**src/rtl/leaf_stream_sender.sv**
```systemverilog
// Credit-based BFT leaf transmitter: packs a valid/ack user stream into 49-bit packets and tracks
// free slots in the remote receive buffer from returned credit packets. One-cycle launch latency.
module leaf_stream_sender #(
    parameter int PACKET_BITS           = 49,
    parameter int PAYLOAD_BITS          = 32,
    parameter int NUM_LEAF_BITS         = 4,
    parameter int NUM_PORT_BITS         = 4,
    parameter int NUM_ADDR_BITS         = 7,
    parameter int NUM_BRAM_ADDR_BITS    = 7,
    parameter int FREESPACE_UPDATE_SIZE = 64
) (
    input  logic                          clk,
    input  logic                          reset,
    input  logic [NUM_LEAF_BITS-1:0]      dst_leaf,
    input  logic [NUM_PORT_BITS-1:0]      dst_port,
    input  logic [PAYLOAD_BITS-1:0]       din_user,
    input  logic                          vld_user,
    output logic                          ack_user,
    output logic [PACKET_BITS-1:0]        dout_leaf_interface2bft,
    input  logic [PACKET_BITS-1:0]        din_leaf_bft2interface,
    input  logic                          resend,
    output logic [NUM_BRAM_ADDR_BITS:0]   credit_count,
    output logic                          err_credit_overflow
);

    localparam int CREDIT_BITS = NUM_BRAM_ADDR_BITS + 1;
    localparam int SUM_BITS    = CREDIT_BITS + 2;
    localparam int PORT_LSB    = PAYLOAD_BITS + 1 + NUM_ADDR_BITS;
    localparam logic [CREDIT_BITS-1:0] CREDIT_MAX = CREDIT_BITS'(1 << NUM_BRAM_ADDR_BITS);

    if (FREESPACE_UPDATE_SIZE > (1 << NUM_BRAM_ADDR_BITS)) begin : g_bad_update_size
        $error("credit update size exceeds remote buffer depth");
    end

    logic [CREDIT_BITS-1:0]   credit;
    logic [NUM_ADDR_BITS-1:0] send_ptr;
    logic [PACKET_BITS-1:0]   dout_q;
    logic                     err_q;
    logic                     beat;
    logic                     is_credit;
    logic [CREDIT_BITS-1:0]   inc;
    logic [SUM_BITS-1:0]      credit_next;
    logic                     unused_din_bits;

    assign ack_user  = !reset && (credit != '0) && !resend;
    assign beat      = vld_user && ack_user;

    // Only valid packets addressed to port 0 carry credit; everything else from the BFT is dropped.
    assign is_credit = din_leaf_bft2interface[PACKET_BITS-1] &&
                       (din_leaf_bft2interface[PORT_LSB +: NUM_PORT_BITS] == '0);
    assign inc       = is_credit ? din_leaf_bft2interface[CREDIT_BITS-1:0] : '0;

    assign credit_next = {2'b00, credit} + {2'b00, inc} - {{(SUM_BITS-1){1'b0}}, beat};

    assign unused_din_bits = ^{din_leaf_bft2interface[PACKET_BITS-2:PORT_LSB+NUM_PORT_BITS],
                               din_leaf_bft2interface[PORT_LSB-1:CREDIT_BITS]};

    always_ff @(posedge clk) begin
        if (reset) begin
            dout_q   <= '0;
            credit   <= CREDIT_MAX;
            send_ptr <= '0;
            err_q    <= 1'b0;
        end else begin
            if (!resend) begin
                dout_q <= beat ? {1'b1, dst_leaf, dst_port, send_ptr, 1'b0, din_user} : '0;
            end
            if (beat) begin
                send_ptr <= send_ptr + NUM_ADDR_BITS'(1);
            end
            // Saturate rather than wrap so a misbehaving receiver cannot make us overrun its buffer.
            if (credit_next > {2'b00, CREDIT_MAX}) begin
                credit <= CREDIT_MAX;
                err_q  <= 1'b1;
            end else begin
                credit <= credit_next[CREDIT_BITS-1:0];
            end
        end
    end

    assign dout_leaf_interface2bft = dout_q;
    assign credit_count            = credit;
    assign err_credit_overflow     = err_q;

endmodule

```
**config.mk**
```make
export PLATFORM = sky130hd
export DESIGN_NAME = leaf_stream_sender
export DESIGN_NICKNAME = d
export VERILOG_FILES = /design/src/rtl/leaf_stream_sender.sv
export SDC_FILE = /design/constraint.sdc
export NUM_CORES = 1
export LEC_CHECK = 0
export BUFFER_PORTS_ARGS = -buffer_cell sky130_fd_sc_hd__clkbuf_2
export CAP_MARGIN = 20
export CORE_MARGIN = 2
export CORE_UTILIZATION = 35
export CTS_CLUSTER_SIZE = 25
export DETAILED_ROUTE_END_ITERATION = 12
export PLACE_DENSITY = 0.71
export SYNTH_ARGS = -nofsm -noshare
export SYNTH_HDL_FRONTEND = slang
export SYNTH_SLANG_ARGS = --single-unit
```
**constraint.sdc**
```tcl
create_clock -name clk -period 3.8 [get_ports clk]
set_input_delay 0.57 -clock clk [delete_from_list [all_inputs] [get_ports clk]]
set_output_delay 0.57 -clock clk [all_outputs]
set_load 0.01 [all_outputs]
```
* Word level (Yosys, flattened, before mapping) *
Index checks and enable logic that the tools add are counted.

storage, ports and cells
  flip-flop bits (word level) = 65
  bits in latches = 0
  memory bits (writable) = 0
  bits in read-only memories = 0
  input bits = 93
  output and inout bits = 59
  word-level logic and storage cells = 19
  memories kept = 0

operators by class
  add/subtract/negate cells = 3
  multiply operators = 0
  divide/modulo/power cells = 0
  $lt $le $gt $ge = 1
  equality and inequality tests = 0
  shift-type cells = 0
  muxes and demuxes = 2
  bitwise logic cells = 0
  reductions and logical operators = 9

operator list
  kind                   count
  $mux W49               1
  $gt A10 B8 Y1 const B  1
  $sub A9 B1 Y10         1
  $add A8 B8 Y9          1
  $mux W8                1
  $reduce_bool A8 Y1     1
  $add A7 B1 Y7 const B  1
  $logic_and A1 B1 Y1    4
  $logic_not A4 Y1       1
  $logic_not A1 Y1       2
  $reduce_or A2 Y1       1

* Depth between registers and ports, before layout *
Gate-level depths: netlist of run 1.

  word-level depth = 7
  mapped depth = 14
  gate-level depth less buffers = 12

* Least setup slack after synthesis of run 1 *
No wires, ideal clock.

  kind = in2reg
  start = input reset
  end = register err_q, in the netlist err_credit_overflow
  library setup time = 0.120 ns
  arrival time = 3.373 ns
  data required time = 3.680 ns
  setup slack = 0.307 ns
  stages on the path = 14
  path through = clkbuf_1 > a211oi_1 > and2_1 > buf_2 > buf_2 > ha_1 > inv_1 > ha_1 > a21o_1 > a31o_1 > a31o_1 > xnor2_2 > a31oi_1 > o31a_1

between the ends
  word-level cells in the longest chain between the ends = 6

ends and longest elaborated chain
  item                              line  source
  start: declaration                13    input logic reset,
  $logic_not A1 Y1                  45    assign ack_user = !reset && (credit != '0) && !resend;
  $logic_and A1 B1 Y1 (2 in a row)  45
  net ack_user                      18    output logic ack_user,
  $logic_and A1 B1 Y1               46    assign beat = vld_user && ack_user;
  net beat                          39    logic beat;
  $sub A9 B1 Y10                    53    assign credit_next = {2'b00, credit} + {2'b00, inc} - {{(SUM_BITS-1){1'b0}}, beat};
  $gt A10 B8 Y1                     72    if (credit_next > {2'b00, CREDIT_MAX}) begin
  end signal: assignment            63    err_q <= 1'b0;
  end signal: assignment            74    err_q <= 1'b1;
  end: declaration                  38    logic err_q;

The timed path passes the listed nets, and every way through them passes these cells.
A chain may end at the register's enable or synchronous reset.

* Worst setup path in the final report of run 1 *
  start = input din_leaf_bft2interface[41]
  end = register credit[4], in the netlist credit_count[4]

between the ends
  word-level cells in the longest chain between the ends = 7

ends and longest elaborated chain
  item                        line  source
  start: declaration          20    input logic [PACKET_BITS-1:0] din_leaf_bft2interface,
  $logic_not A4 Y1 *          50    (din_leaf_bft2interface[PORT_LSB +: NUM_PORT_BITS] == '0);
  $logic_and A1 B1 Y1 *       49    assign is_credit = din_leaf_bft2interface[PACKET_BITS-1] &&
  $mux W8 *                   51    assign inc = is_credit ? din_leaf_bft2interface[CREDIT_BITS-1:0] : '0;
  $add A8 B8 Y9 *             53
  $sub A9 B1 Y10 *            53
  $gt A10 B8 Y1               72
  $reduce_or A2 Y1 (no line)  n/a
  end signal: assignment      76    credit <= credit_next[CREDIT_BITS-1:0];
  end: declaration            35    logic [CREDIT_BITS-1:0] credit;

Every way passes the cells marked *; elsewhere a longest branch is shown, timed or not.

==> impl_metrics.tcl, run 1 <==
set metrics [dict create \
    status "completed" \
    cts_resized 0 \
    yosys_warnings 0 \
    grt_max_degree 60 \
    post_cts_buffers 0 \
    worst_slack_ns 0.606 \
    pre_cts_ws_ns 0.252 \
    ys_types 33 \
    hp-class "input port to flip-flop" \
    grt-ovfl-total 0 \
    avgViaCountPerCell 4.80 \
    fp.dieW_um 92.7 \
    htreeDepth 3 \
    drt_wl_total_mm 6.41 \
    timing.hold.ws_ns 0.472 \
    multi_input_area_mm2 0.00129 \
    ant_nets 0 \
    worst_ep_arrival_time_ns 3.40 \
    place_congestion 0.841 \
    fin_util_pct 46.6 \
    ys_seq_elements 64 \
    path_cells "clkbuf_2 -> nor4_1 -> and2_1 -> nand2_1 -> ha_1 -> inv_1 -> ha_1 -> a21o_1 -> a31o_1 -> a32oi_1 -> nor4b_1 -> a31oi_2 -> nor2_1" \
    fmax_mhz 313 \
    cp_common_cell "ha_1" \
    syn_area_per_cell_um2 8.95 \
    worstPathRequired_ns 4.01 \
    initial_core_util_pct 35.9 \
    crit_type "input port to flip-flop" \
    grt.total_usage_pct 14.6 \
    syn-num-nets 419 \
    dp_hpwl_mm 4.56 \
    areaGrowthSynthToFinish_pct 30.0 \
    die_y_um 92.7 \
    total_power_w 0.00202 \
    finalCriticalPeriod_ns 3.19 \
    cp_top_family "compound AO/OA/AOI/OAI gates" \
    drc_errors 0 \
    synthCells 308 \
    synth_edf_count 0 \
    clock-sinks 64 \
    clock_skew_ns 0.00970 \
    p_leak_nw 1.72 \
    powerDensity_mw_per_mm2 563 \
    ys.flop_type "dfxtp_1" \
    cts_buffers 9 \
    cp_slowest_stage_delay_ns 0.37 \
    drt-wirelength-per-cell_um 12.3 \
    cap_viol_max_count 0 \
    synthArstFlopShare_pct 0 \
    seq_area_frac_synth_pct 46.5 \
    critPathMaxFanout 8 \
    worst_pin_slew_ns 0.587 \
    drt_iter0_markers 93 \
    dieArea_mm2 0.00860 \
    coreArea_mm2 0.00769 \
    cts_root_buf "clkbuf_8" \
    antenna_cells 0 \
    tns_ns 0 \
    cpMaxStageDelayCell "a31oi_2" \
    critPathBufInv 2 \
    clk_transition_reported_paths_ns 0.07 \
    grt_antenna_before_repair 0 \
    clock_path_buffers 2 \
    io_pins 152 \
    clock_latency_ns 0.33 \
    syn_area_mm2 0.00276 \
    drive_gt1_share_pct 32.4 \
    critPathLaunchType "input port" \
    io_buffers 114 \
    max_slew_margin_pct 60.9 \
    register_area_mm2 0.00128 \
    cts_tree "yes" \
    num_vias 2507 \
    rsz0062_at_grt "false" \
    nNetsFinal 526 \
    nFillCells 777 \
    ir_worst_vdd_mv 0.378 \
    end_kind "flip-flop" \
    hold_viol 0 \
    drt_pre_antenna_iters 5 \
    grt_pass1_wl_mm 10.1 \
    cts_hold_buf 0 \
    finalCritPeriodShare_pct 84.1 \
    row_count 32 \
    grt_pass1_vias 2282 \
    slew_viol_final 0 \
    setup_viol 0 \
]
==> kinds of logic (layout without fill, tap and decap cells) <==
group / count (synthesis) / count (layout) / synth area share [%]
other: 1 / 1 / 0.136
multiplexers: 1 / 1 / 0.363
AND/OR/NAND/NOR: 96 / 96 / 15.1
AO/OA/AOI/OAI: 70 / 70 / 18.8
adder cells (fa/ha/maj): 18 / 18 / 8.17
buffers and inverters: 45 / 157 / 6.58
XOR/XNOR: 13 / 13 / 4.40
flip-flops: 64 / 64 / 46.5
==> flip-flops by register name, indices dropped and copies added, names as in the netlist <==
| signal | count |
|---|---|
| credit_count | 8 |
| dout_leaf_interface2bft | 48 |
| err_credit_overflow | 1 |
| send_ptr | 7 |
==> placed cells by master, fill, tap and decap left out, types with 3 or more instances in the layout <==
master    count
inv_1        24
a21o_1        5
nand2_1      12
nor4_1        5
clkbuf_2    114
ha_1         18
a22oi_1      47
xnor2_1       5
nor2_1       64
dfxtp_1      64
xor2_1        7
clkbuf_8     10
nand4_1       5
a21oi_1       6
buf_4         3
and3_1        4
==> per-stage QoR <==
stage               cell area, µm²  cells
finish                        3580    522
global route                  3580    522
CTS                           3580    522
detailed placement            3390    506
global placement              3390    506
floorplan                     2760    308
==> cell type report <==
class                      instances  share of cell area (%)
clock buffer                      11                    3.94
clock inverter                     5                    1.57
inverter                          24                    2.51
multi-input combinational        199                    36.1
sequential                        64                    35.7
tap                              102                    3.56
timing repair buffer             117                    16.5
==> power by group <==
| group | internal, W | leakage [nW] | total [W] | switching [W] |
|---|---|---|---|---|
| registers | 0.000717 | 0.519 | 0.000749 | 0.0000316 |
| clock network | 0.000320 | 0.0993 | 0.000575 | 0.000255 |
| logic | 0.000306 | 1.10 | 0.000693 | 0.000387 |
==> path summary, 6_finish.rpt <==
kind | cells after the start | slack (ns) | from | to
worst max-delay path | 13 | 0.61 | din_leaf_bft2interface[41] | credit_count[4]
worst min-delay path | 3 | 0.47 | din_user[5] | dout_leaf_interface2bft[5]
worst max register to register | 12 | 0.76 | credit_count[6] | credit_count[4]
worst min register to register | 2 | 0.50 | dout_leaf_interface2bft[48] | dout_leaf_interface2bft[48]
==> Yosys cell counts, drive strengths merged (2+ instances only) <==
library cell / n / area share [%]
nand2: 12 / 1.6
clkbuf: 13 / 1.8
and3: 4 / 0.91
and2: 2 / 0.45
nor2: 64 / 8.7
dfxtp: 64 / 46
a22oi: 47 / 13
xor2: 7 / 2.2
ha: 18 / 8.2
xnor2: 6 / 2.2
a21o: 5 / 1.4
o21ai: 2 / 0.36
a21oi: 6 / 1.1
inv: 24 / 3.3
buf: 8 / 1.5
nand4: 5 / 1.1
nor4: 5 / 1.1
a31o: 2 / 0.64
a31oi: 3 / 0.91
==> per-layer routing <==
metal	track usage, %	vias up	part of all wire, %
met4	5.88	0	1.1
met3	3.91	8	7.1
met5	0	-	0
li1	-	1276	-
met2	24.6	81	47
met1	17.8	1142	45
==> worst register-to-register path, stage by stage, from the launching register on <==
cell and delay (ns):
dfxtp_1 0.34, nor4_1 0.29, a211oi_1 0.14, and2_2 0.22, ha_1 0.19, inv_1 0.06, ha_1 0.28, a21o_1 0.24
a31o_1 0.27, a32oi_1 0.31, nor4b_1 0.11, a31oi_2 0.37, nor2_1 0.09
Note: power is estimated with default switching activity, not from simulation.
==> run 2, diff against run 1 <==
--- a/config.mk
+++ b/config.mk
@@ -11,7 +11,7 @@
 export CORE_UTILIZATION = 35
 export CTS_CLUSTER_SIZE = 25
 export DETAILED_ROUTE_END_ITERATION = 12
-export PLACE_DENSITY = 0.71
+export PLACE_DENSITY = 0.74
 export SYNTH_ARGS = -nofsm -noshare
 export SYNTH_HDL_FRONTEND = slang
 export SYNTH_SLANG_ARGS = --single-unit
==> constraint.sdc (replaced) <==
create_clock -name clk -period 2.7 [get_ports clk]
set_input_delay 0.405 -clock clk [delete_from_list [all_inputs] [get_ports clk]]
set_output_delay 0.405 -clock clk [all_outputs]
set_load 0.01 [all_outputs]
==> impl_metrics.tcl, run 2 (synthesis gave the netlist of run 1 again) <==
set metrics [dict create \
    timing.hold.ws_ns 0.300 \
    io_pins 152 \
    grt_antenna_before_repair 0 \
    areaGrowthSynthToFinish_pct 44.9 \
    ant_nets 0 \
    clk_transition_reported_paths_ns 0.07 \
    grt_max_degree 60 \
    die_y_um 92.7 \
    p_leak_nw 1.88 \
    drive_gt1_share_pct 42.1 \
    worstHoldStart "din_user[29]" \
    largest_reg_flops 48 \
    coreArea_mm2 0.00769 \
    slew_viol_final 0 \
    grt_pass1_vias 2282 \
    drt-wirelength-per-cell_um 12.2 \
    worst_slack_ns -0.0388 \
    fp.dieW_um 92.7 \
    crit_path_start "credit_count[3]" \
    hp-class "input port to flip-flop" \
    grt_pass1_wl_mm 10.2 \
    grt-ovfl-total 0 \
    grt.total_usage_pct 15.0 \
    mostFrequentLayoutCells "114 x clkbuf_2, 64 x nor2_1, 59 x dfxtp_1, 47 x a22oi_1, 29 x buf_4" \
    cts_root_buf "clkbuf_8" \
    critPathMaxFanout 3 \
    violations "setup timing" \
    critPathLaunchType "flip-flop" \
    dieArea_mm2 0.00860 \
    end_kind "flip-flop" \
    finalCriticalPeriod_ns 2.74 \
    clock_skew_ns 0.00851 \
    r2r_setup_slack_ns -0.04 \
    powerDensity_mw_per_mm2 857 \
    drt_iter0_markers 116 \
    worst_ep_arrival_time_ns 2.97 \
    dp_hpwl_mm 4.75 \
    nNetsFinal 553 \
    clock_path_buffers 2 \
    clock-sinks 64 \
    drt_pre_antenna_iters 4 \
    drt_wl_total_mm 6.68 \
    io_buffers 114 \
    max_slew_margin_pct 59.2 \
    worstPathRequired_ns 2.93 \
    crit_type "flip-flop to flip-flop" \
    fmax_mhz 365 \
    setup_viol 1 \
    ir_worst_vdd_mv 0.649 \
    nFillCells 712 \
    place_congestion 0.809 \
    rsz0062_at_grt "true" \
    num_vias 2621 \
    htreeDepth 3 \
    avgViaCountPerCell 4.77 \
    worst_pin_slew_ns 0.613 \
    layout_commonest_cell "clkbuf_2" \
    cts_buffers 9 \
    drc_errors 0 \
    tns_ns -0.0388 \
    cts_tree "yes" \
    row_count 32 \
    cap_viol_max_count 0 \
    antenna_cells 0 \
    status "finished with violations" \
    initial_core_util_pct 35.9 \
    hold_viol 0 \
    finalCritPeriodShare_pct 101 \
    r2r_start "credit_count[3]" \
    clock_latency_ns 0.33 \
]
run 2: changes by cell type in the layout (fill, tap and decap cells not counted), moves of 3 or more:
cell	before	now
dfxtp_2	0	4
a21oi_2	0	3
a21oi_1	6	3
ha_4	0	3
buf_4	3	29
dfxtp_1	64	59
ha_1	18	15
run 2: metrics by stage:
stage	total power, W	setup slack (ns)	instance area, µm²	instances	util (%)
floorplan	0.00189	-0.171	2880	308	-
global placement	0.00235	-0.320	3670	531	47.8
detailed placement	0.00238	-0.428	3670	531	47.8
CTS	0.00332	0.00420	3930	548	51.1
global route	0.00365	-0.168	3990	549	52.0
finish	0.00342	-0.0388	3990	549	52.0
run 2: final cells by class:
type | count | area, µm² | area share (%)
clock buffers | 10 | 138 | 3.45
inverters | 24 | 90.1 | 2.26
repair buffers | 144 | 800 | 20.0
well taps | 102 | 128 | 3.20
clock inverters | 6 | 67.6 | 1.69
flip-flops and latches | 64 | 1290 | 32.3
multi-input cells | 199 | 1480 | 37.1
run 2: final timing paths:
path,depth (start not counted),to
worst max-delay path,12,err_credit_overflow
worst min-delay path,3,dout_leaf_interface2bft[29]
worst max register to register,12,err_credit_overflow
worst min register to register,2,dout_leaf_interface2bft[48]
run 2: worst max-delay path: stages, from the launching register on:
cell	delay (ns)
dfxtp_2	0.33
nor4_4	0.32
a211oi_4	0.10
and2_4	0.19
ha_4	0.26
inv_2	0.04
ha_4	0.15
a21o_1	0.18
a31o_4	0.26
a32oi_4	0.23
a21bo_2	0.23
a21oi_2	0.06
o31a_1	0.28
run 2: routing by layer:
| metal | track usage [%] | up-vias | wire length, µm |
|---|---|---|---|
| li1 | - | 1329 | - |
| met5 | 0 | - | 0 |
| met1 | 17.9 | 1196 | 2990 |
| met2 | 25.3 | 88 | 3200 |
| met3 | 4.56 | 8 | 397 |
| met4 | 5.76 | 0 | 93 |
run 2: timing repair:
item	4_1_cts	5_1_grt
buffers inserted	1	1
pin swaps	10	4
gates cloned	0	0
hold buffers	0	0
gates resized for setup	10	8
setup endpoints to repair	8	9
run 2: report_power, final:
part           total [W]  internal [W]  switching [W]  leakage (nW)
clock network   0.000823      0.000454       0.000369        0.0989
registers        0.00106       0.00101      0.0000475         0.520
logic            0.00154      0.000798       0.000742          1.26
total            0.00342       0.00227        0.00116          1.88
